[src/rtl/program_loader_if.sv]
// Byte-stream input and memory write port of the boot-time program loader.
// The master side is the stream source; the slave side is the loader.
interface program_loader_if;
    logic        start;
    logic [7:0]  in_data;
    logic        in_valid;
    logic        in_ready;
    logic        mem_we;
    logic [31:0] mem_addr;
    logic [31:0] mem_din;
    logic        busy;
    logic        cpu_run;
    logic        error;
    logic [15:0] words_loaded;

    modport master (
        output start, in_data, in_valid,
        input  in_ready, mem_we, mem_addr, mem_din, busy, cpu_run, error, words_loaded
    );

    modport slave (
        input  start, in_data, in_valid,
        output in_ready, mem_we, mem_addr, mem_din, busy, cpu_run, error, words_loaded
    );
endinterface

[src/rtl/program_loader.sv]
// Boot loader: assembles big-endian words from a counted byte stream, writes
// them into instruction memory, then releases the CPU via cpu_run.
//
// state  | meaning
// IDLE   | waiting for start
// CNT_HI | receiving word count high byte
// CNT_LO | receiving word count low byte, header accept/reject
// DATA   | shifting stream bytes into the assembly register
// WRITE  | one-cycle memory write of the assembled word
// DONE   | image complete, cpu_run held until reset
// ERR    | header rejected, error held until reset
module program_loader #(
    parameter logic [31:0] BASE_ADDR = 32'h0000_0000,
    parameter int unsigned MAX_WORDS = 1024
) (
    input  logic             clk,
    input  logic             rst_n,
    program_loader_if.slave  bus
);

    typedef enum logic [2:0] {
        S_IDLE,
        S_CNT_HI,
        S_CNT_LO,
        S_DATA,
        S_WRITE,
        S_DONE,
        S_ERR
    } state_t;

    localparam logic [16:0] MAX_W = 17'(MAX_WORDS);

    state_t      state_q, state_d;
    logic [15:0] n_q, n_d;
    logic [23:0] asm_q, asm_d;
    logic [1:0]  byte_cnt_q, byte_cnt_d;
    logic [15:0] idx_q, idx_d;
    logic        mem_we_q, mem_we_d;
    logic [31:0] mem_addr_q, mem_addr_d;
    logic [31:0] mem_din_q, mem_din_d;

    logic        in_ready;
    logic        xfer;
    logic [15:0] n_full;
    logic [15:0] idx_inc;

    assign in_ready = (state_q == S_CNT_HI) || (state_q == S_CNT_LO) || (state_q == S_DATA);
    assign xfer     = bus.in_valid && in_ready;
    assign n_full   = {n_q[15:8], bus.in_data};
    assign idx_inc  = idx_q + 16'd1;

    always_ff @(posedge clk or negedge rst_n) begin
        if (!rst_n) begin
            state_q    <= S_IDLE;
            n_q        <= '0;
            asm_q      <= '0;
            byte_cnt_q <= '0;
            idx_q      <= '0;
            mem_we_q   <= 1'b0;
            mem_addr_q <= '0;
            mem_din_q  <= '0;
        end else begin
            state_q    <= state_d;
            n_q        <= n_d;
            asm_q      <= asm_d;
            byte_cnt_q <= byte_cnt_d;
            idx_q      <= idx_d;
            mem_we_q   <= mem_we_d;
            mem_addr_q <= mem_addr_d;
            mem_din_q  <= mem_din_d;
        end
    end

    always_comb begin
        state_d    = state_q;
        n_d        = n_q;
        asm_d      = asm_q;
        byte_cnt_d = byte_cnt_q;
        idx_d      = idx_q;
        mem_we_d   = 1'b0;
        mem_addr_d = '0;
        mem_din_d  = '0;

        case (state_q)
            S_IDLE: begin
                if (bus.start) state_d = S_CNT_HI;
            end
            S_CNT_HI: begin
                if (xfer) begin
                    n_d     = {bus.in_data, n_q[7:0]};
                    state_d = S_CNT_LO;
                end
            end
            S_CNT_LO: begin
                if (xfer) begin
                    n_d = n_full;
                    if (n_full == 16'd0) begin
                        state_d = S_DONE;
                    end else if ({1'b0, n_full} > MAX_W) begin
                        state_d = S_ERR;
                    end else begin
                        state_d    = S_DATA;
                        byte_cnt_d = '0;
                        idx_d      = '0;
                    end
                end
            end
            S_DATA: begin
                if (xfer) begin
                    asm_d      = {asm_q[15:0], bus.in_data};
                    byte_cnt_d = byte_cnt_q + 2'd1;
                    // Fourth byte: the memory port is loaded here so it is
                    // registered and valid for exactly the WRITE cycle.
                    if (byte_cnt_q == 2'd3) begin
                        state_d    = S_WRITE;
                        mem_we_d   = 1'b1;
                        mem_addr_d = BASE_ADDR + {14'd0, idx_q, 2'b00};
                        mem_din_d  = {asm_q, bus.in_data};
                    end
                end
            end
            S_WRITE: begin
                idx_d   = idx_inc;
                state_d = (idx_inc == n_q) ? S_DONE : S_DATA;
            end
            S_DONE:  state_d = S_DONE;
            S_ERR:   state_d = S_ERR;
            default: state_d = S_IDLE;
        endcase
    end

    assign bus.in_ready     = in_ready;
    assign bus.mem_we       = mem_we_q;
    assign bus.mem_addr     = mem_addr_q;
    assign bus.mem_din      = mem_din_q;
    assign bus.busy         = (state_q == S_CNT_HI) || (state_q == S_CNT_LO) ||
                              (state_q == S_DATA)   || (state_q == S_WRITE);
    assign bus.cpu_run      = (state_q == S_DONE);
    assign bus.error        = (state_q == S_ERR);
    assign bus.words_loaded = idx_q;

endmodule

[src/flat_wrapper.sv]
// flat-port wrapper written by rule: the top's interface ports become plain ports
module program_loader_flat 
#(
    parameter logic [31:0] BASE_ADDR = 32'h0000_0000,
    parameter int unsigned MAX_WORDS = 1024
)
  (clk, rst_n, bus_start, bus_in_data, bus_in_valid, bus_in_ready, bus_mem_we, bus_mem_addr, bus_mem_din, bus_busy, bus_cpu_run, bus_error, bus_words_loaded);
  program_loader_if bus_i ();
  input  logic clk;
  input  logic rst_n;
  input wire logic [$bits(bus_i.start)-1:0] bus_start;
  input wire logic [$bits(bus_i.in_data)-1:0] bus_in_data;
  input wire logic [$bits(bus_i.in_valid)-1:0] bus_in_valid;
  output wire logic [$bits(bus_i.in_ready)-1:0] bus_in_ready;
  output wire logic [$bits(bus_i.mem_we)-1:0] bus_mem_we;
  output wire logic [$bits(bus_i.mem_addr)-1:0] bus_mem_addr;
  output wire logic [$bits(bus_i.mem_din)-1:0] bus_mem_din;
  output wire logic [$bits(bus_i.busy)-1:0] bus_busy;
  output wire logic [$bits(bus_i.cpu_run)-1:0] bus_cpu_run;
  output wire logic [$bits(bus_i.error)-1:0] bus_error;
  output wire logic [$bits(bus_i.words_loaded)-1:0] bus_words_loaded;
  assign bus_i.start = bus_start;
  assign bus_i.in_data = bus_in_data;
  assign bus_i.in_valid = bus_in_valid;
  assign bus_in_ready = bus_i.in_ready;
  assign bus_mem_we = bus_i.mem_we;
  assign bus_mem_addr = bus_i.mem_addr;
  assign bus_mem_din = bus_i.mem_din;
  assign bus_busy = bus_i.busy;
  assign bus_cpu_run = bus_i.cpu_run;
  assign bus_error = bus_i.error;
  assign bus_words_loaded = bus_i.words_loaded;
  program_loader #(.BASE_ADDR(BASE_ADDR), .MAX_WORDS(MAX_WORDS)) u_core (.clk(clk), .rst_n(rst_n), .bus(bus_i));
endmodule
[config.mk]
export PLATFORM = sky130hd
export DESIGN_NAME = program_loader_flat
export DESIGN_NICKNAME = d
export VERILOG_FILES = /design/src/rtl/program_loader_if.sv /design/src/rtl/program_loader.sv /design/src/flat_wrapper.sv
export SDC_FILE = /design/constraint.sdc
export NUM_CORES = 1
export LEC_CHECK = 0
export BUFFER_PORTS_ARGS = -buffer_cell sky130_fd_sc_hd__buf_2
export CAP_MARGIN = 20
export CORE_AREA = 4 4 109 111
export CTS_CLUSTER_SIZE = 14
export DETAILED_ROUTE_END_ITERATION = 12
export DIE_AREA = 0 0 113 115
export PLACE_DENSITY = 0.67
export SLEW_MARGIN = 10
export SYNTH_ARGS = -nofsm -noshare
export SYNTH_HDL_FRONTEND = slang
export SYNTH_SLANG_ARGS = --single-unit
[constraint.sdc]
create_clock -name clk -period 2.4 [get_ports clk]
set_input_delay 0.24 -clock clk [delete_from_list [all_inputs] [get_ports clk]]
set_output_delay 0.24 -clock clk [all_outputs]
set_load 0.005 [all_outputs]
Word level (Yosys, flattened, before mapping)

Cells that the tools add are included.

Add/sub/neg operators: 2
Multiply operators: 0
Div/mod/pow operators: 0
Order comparisons: 1
Equality and inequality tests: 15
Shifts and indexed selects: 0
Muxes and demuxes: 30
Bitwise logic cells: 2
Reduce and logical (&&, ||, !) cells: 14

Operators with widths:

| kind                                                                    | count |
|---|---|
| 32-bit 2-to-1 mux                                                       | 5 |
| 16-bit 2-to-1 mux                                                       | 4 |
| 16-bit one-hot mux with 2 select lines                                  | 2 |
| 3-bit 2-to-1 mux                                                        | 8 |
| 3-bit one-hot mux with 7 select lines                                   | 1 |
| 18-bit 2-to-1 mux                                                       | 1 |
| 16-bit by 1-bit adder with 16-bit output, second input constant         | 1 |
| 16-bit == test                                                          | 1 |
| 16-bit by 11-bit > comparator with 1-bit output, second input constant  | 1 |
| 16-bit zero test                                                        | 1 |
| 5-bit AND reduction                                                     | 2 |
| 3-bit == test, second input constant                                    | 3 |
| 2-bit 2-to-1 mux                                                        | 4 |
| 8-bit 2-to-1 mux                                                        | 1 |
| 2-bit inequality test, second input constant                            | 4 |
| 3-bit by 2-bit == test with 1-bit output, second input constant         | 2 |
| 2-bit by 1-bit inequality test with 1-bit output, second input constant | 3 |
| 3-bit AND reduction                                                     | 2 |
| 2-bit one-hot mux with 2 select lines                                   | 1 |
| 4-bit AND reduction                                                     | 1 |
| 2-bit nonzero test                                                      | 2 |
| 3-bit by 1-bit == test with 1-bit output, second input constant         | 1 |
| 3-bit zero test                                                         | 1 |
| 1-bit logical OR                                                        | 3 |
| other kinds (6)                                                         | 9 |

Flip-flop bits (word level): 126
Bits in latches: 0
Bits in writable memories: 0
ROM bits: 0
Output and inout bits: 85
Word-level logic and storage cells: 73
Memories: 0

Longest topological paths before layout

Depth in word-level cells: 6
Depth in mapped cells: 8

Worst setup path after synthesis

No wires, ideal clock.

Kind: register to register
Start: register u_core.idx_q[0], in the netlist u_core.bus.words_loaded[0]
End: register u_core.state_q[1]
Library setup time: 0.120 ns
Arrival: 2.339 ns
Required time: 2.280 ns
Path slack: -0.059 ns
Cell stages (with the launch flop): 9
Period minus slack after synthesis: 2.459 ns
Cells stage by stage: dfrtp_1 > ha_1 > nand3_2 > buf_6 > or3_1 > a2111o_1 > a2111oi_2 > nand4_1 > a31o_1

Word-level cells in the longest chain between the ends: 4

Ends and longest elaborated chain:

| what                                     | RTL line              | text |
|---|---|---|
| start: declaration                       | program_loader.sv:37  | `logic [15:0] idx_q, idx_d;` |
| start signal: assignment                 | program_loader.sv:67  | `idx_q <= idx_d;` |
| 16-bit by 1-bit adder with 16-bit output | program_loader.sv:50  | `assign idx_inc = idx_q + 16'd1;` |
| 16-bit == test                           | program_loader.sv:124 | `state_d = (idx_inc == n_q) ? S_DONE : S_DATA;` |
| 3-bit 2-to-1 mux                         | program_loader.sv:124 |  |
| 3-bit one-hot mux with 7 select lines    | program_loader.sv:84  | `case (state_q)` |
| end signal: assignment                   | program_loader.sv:63  | `state_q <= state_d;` |
| end: declaration                         | program_loader.sv:33  | `state_t state_q, state_d;` |

No other way between the ends.
A chain may end at the register's enable or synchronous reset.

Worst setup path after layout

Start: register u_core.idx_q[1], in the netlist u_core.bus.words_loaded[1]
End: register u_core.state_q[1]

The elaborated chain is that of the path after synthesis.

==> out/qor.yml <==
critPathSlowestCell: "a2111o_1"
ctsHtreeMaxLevel: 3
total_power_mw: 5.28
ys.flop_type: "dfrtp_1"
critPathKind: "flip-flop to flip-flop"
dr.first_iter.drc_count: 135
min_from: "bus_in_data[2]"
cp.arrival_ns: 2.57
fillers: 935
setup_slack_ns: 0.107
antennaDiodeCount: 0
timing.hold.ws_ns: 0.132
yosysUniqueCellTypes: 53
cts_tree: "built"
drive_gt1_frac: 0.359
avgViaCountPerCell: 5.08
io_pins: 97
tightest_slew_ns: 0.615
cts_buffer_depth: 2
critPathTopFamily: "compound AO/OA/AOI/OAI gates"
antenna_found_initial: 0
drv_slew: 0
path_clk_slew_ns: 0.10
synth-edff-count: 0
regArea_mm2: 0.00276
yosys_register_bits: 110
min_delay_worst_endpoint: "u_core.n_q[10]$_DFFE_PN0P_"
core_area_mm2: 0.0108
maxCapViolations: 0
finalHoldViolCount: 0
row_count: 38
fin_nets: 524
switching_share: 0.328
grt_max_degree: 55
start_kind: "flip-flop"
period_needed_ns: 2.29
drt_wl_total_um: 10200
reg2reg_from: "u_core.bus.words_loaded[1]$_DFFE_PN0P_"
crit_chain: "ha_2 -> nand3_2 -> or3_1 -> a2111o_1 -> a2111oi_4 -> nand4_1 -> a31o_1"
setup_violations: 0
worstSetupEndpointType: "flip-flop"
comb_power_share: 0.284
internal-power_mw: 3.55
grt_pass1_vias: 3237
die_area_mm2: 0.0130
status: "complete, no violations"
cts-root-buf: "clkbuf_8"
clk_latency_ns: 0.38
relSlewSlack: 0.590
tns_ns: 0
reg2reg_to: "u_core.state_q[1]$_DFFE_PN0P_"
place.gp.congestion: 0.814
clock-sinks: 110
period_share: 0.955
r2r_cells: 7
cp.buffers_inverters: 0
crit_fanout: 2
peakVddDrop_uv: 356
hold_depth: 3
drcViolationCount: 0
multi_input_area_mm2: 0.00192
rrSetupSlack_ns: 0.11
die_y_um: 115
numPortBuffers: 80
num_vias: 3330
p_per_area_mw_per_mm2: 923
min_path_type: "primary input to flip-flop"
grt_remaining_overflow: 0
power_leakage_nw: 2.84
rsz0062_at_grt: "no"
max_stage_delay_ns: 0.47
start_util: 0.446
synth_area_leaders: "dfrtp_1 (57%), mux2_2 (9.1%), and2_1 (6.1%)"
firstDrtPassIters: 4
yosysSeqAreaShare: 0.571
synth_area_mm2: 0.00482
ys_warn_count: 0
grtUsageTotal: 0.163
synth_top_area_cell: "dfrtp_1"
place_worst_setup_slack_ns: -0.0530
final_cell_area_mm2: 0.00572
max_clock_freq_mhz: 436
die_w_um: 113
drt.antenna.violating_nets: 0
postSynthCellCount: 410
numCtsBuffers: 9
p_switching_mw: 1.73
worstPathRequired_ns: 2.68
areaGrowthSynthToFinish_pct: 18.8
seqPwrFrac: 0.517
dp_hpwl_um: 7350
async_reset_ff_frac: 1.00
pwr-share-clk: 0.199
wl_per_cell_um: 15.5
dpl-instance-area_mm2: 0.00548
yosysTopAreaCellShare: 0.571
grt_pass1_wl_um: 16500
clock_skew_ns: 0.0117
synth_area_per_cell_um2: 11.7
## cells in the mapped netlist, types with 4 or more instances
| master | n |
|---|---|
| nor2_1 | 23 |
| nor3_1 | 7 |
| nand4_1 | 6 |
| clkbuf_1 | 15 |
| xnor2_1 | 21 |
| inv_1 | 5 |
| xor2_1 | 6 |
| a31oi_1 | 10 |
| buf_4 | 17 |
| nand3_1 | 5 |
| nor4_1 | 4 |
| and2_1 | 47 |
| o21ai_0 | 17 |
| nand2_1 | 22 |
| dfrtp_1 | 110 |
| mux2_2 | 39 |
| a21oi_1 | 11 |
## per-stage QoR
stage / std cells / util
4_1_cts: 654 / 0.526
3_5_place_dp: 637 / 0.508
3_3_place_gp: 637 / 0.508
6_report: 655 / 0.530
5_1_grt: 655 / 0.530
2_1_floorplan: 425 / -
## layout make-up
class	instances	area share
clock buffer	11	0.0247
clock inverter	5	0.00722
inverter	6	0.00394
multi-input combinational	272	0.336
sequential	110	0.482
tap	140	0.0306
timing repair buffer	111	0.116
## flip-flops by register name (all words and copies together), names as in the netlist
name                     cells
u_core.bus.words_loaded     16
u_core.bus.mem_addr         16
u_core.bus.mem_we            1
u_core.asm_q                24
u_core.bus.mem_din          32
u_core.n_q                  16
u_core.byte_cnt_q            2
u_core.state_q               3
## placed cells by master, fill, tap and decap left out, types with 2 or more instances in the layout
| cell type | synthesis | routed |
|---|---|---|
| nor3_2 | 1 | 2 |
| conb_1 | 1 | 16 |
| nor2_1 | 23 | 22 |
| nand3b_1 | 2 | 2 |
| a211oi_2 | 1 | 2 |
| or4_1 | 2 | 2 |
| buf_2 | 2 | 79 |
| a31oi_1 | 10 | 10 |
| and2_1 | 47 | 47 |
| inv_1 | 5 | 5 |
| xor2_1 | 6 | 6 |
| mux2i_1 | 2 | 2 |
| nor3_1 | 7 | 6 |
| buf_12 | 0 | 2 |
| a21oi_1 | 11 | 11 |
| o21ai_0 | 17 | 17 |
| clkbuf_8 | 0 | 10 |
| nand4_1 | 6 | 6 |
| mux2_2 | 39 | 39 |
| dfrtp_2 | 0 | 4 |
| nor3b_1 | 2 | 2 |
| nor4_1 | 4 | 3 |
| dfrtp_1 | 110 | 106 |
| nand2_1 | 22 | 22 |
| nor4_2 | 1 | 2 |
| nand3_1 | 5 | 5 |
| and3_1 | 2 | 2 |
| xnor2_1 | 21 | 21 |
| buf_4 | 17 | 29 |
## timing repair
item | CTS | global route
pin swaps | 0 | 2
setup endpoints to repair | 3 | 2
hold endpoints to repair | 26 | 0
buffers inserted | 0 | 1
hold buffers | 1 | 0
gates resized for setup | 1 | 7
## power groups by stage
stage	Combinational, mW	Clock, mW	Sequential [mW]
finish	1.50	1.05	2.73
global route	1.66	1.15	2.81
CTS	1.47	1.07	2.73
detailed placement	1.46	0	2.77
global placement	1.41	0	2.74
floorplan	1.05	0	2.65
## logic make-up (layout without fill, tap and decap cells)
kind of cell	count (synthesis)	count (layout)	synth area share
compound gates	54	54	0.0725
xor+xnor	28	28	0.0545
fa+ha+maj	2	2	0.00519
buf+inv	43	133	0.0504
flops	110	110	0.571
mux	41	41	0.0953
other cells	1	16	0.000778
simple gates	131	131	0.150
## worst register-to-register path, stage by stage (launching register included)
cell	delay, ns
dfrtp_1	0.37
ha_2	0.19
nand3_2	0.07
or3_1	0.36
a2111o_1	0.47
a2111oi_4	0.29
nand4_1	0.19
a31o_1	0.26
## worst max path at each step
stage	from	end	slack, ns	depth (start not counted)
6_report	u_core.bus.words_loaded[1]$_DFFE_PN0P_	u_core.state_q[1]$_DFFE_PN0P_	0.11	7
3_5_place_dp	bus_in_data[5]	u_core.bus.words_loaded[13]$_DFFE_PN0P_	-0.05	7
5_1_grt	u_core.bus.words_loaded[8]$_DFFE_PN0P_	u_core.state_q[1]$_DFFE_PN0P_	0.004	6
4_1_cts	u_core.bus.words_loaded[5]$_DFFE_PN0P_	u_core.state_q[1]$_DFFE_PN0P_	0.002	6
2_1_floorplan	u_core.bus.words_loaded[1]$_DFFE_PN0P_	u_core.state_q[1]$_DFFE_PN0P_	0.02	8
3_3_place_gp	bus_in_data[5]	u_core.bus.words_loaded[13]$_DFFE_PN0P_	-0.05	7
## metal layers
layer	wire (um)	part of all wire	vias up	track usage
li1	-	-	1582	-
met1	4500	0.44	1661	0.210
met2	4990	0.49	72	0.269
met3	439	0.043	15	0.0316
met4	227	0.022	0	0.0721
met5	0	0	-	0
Note: power is estimated with default switching activity, not from simulation.
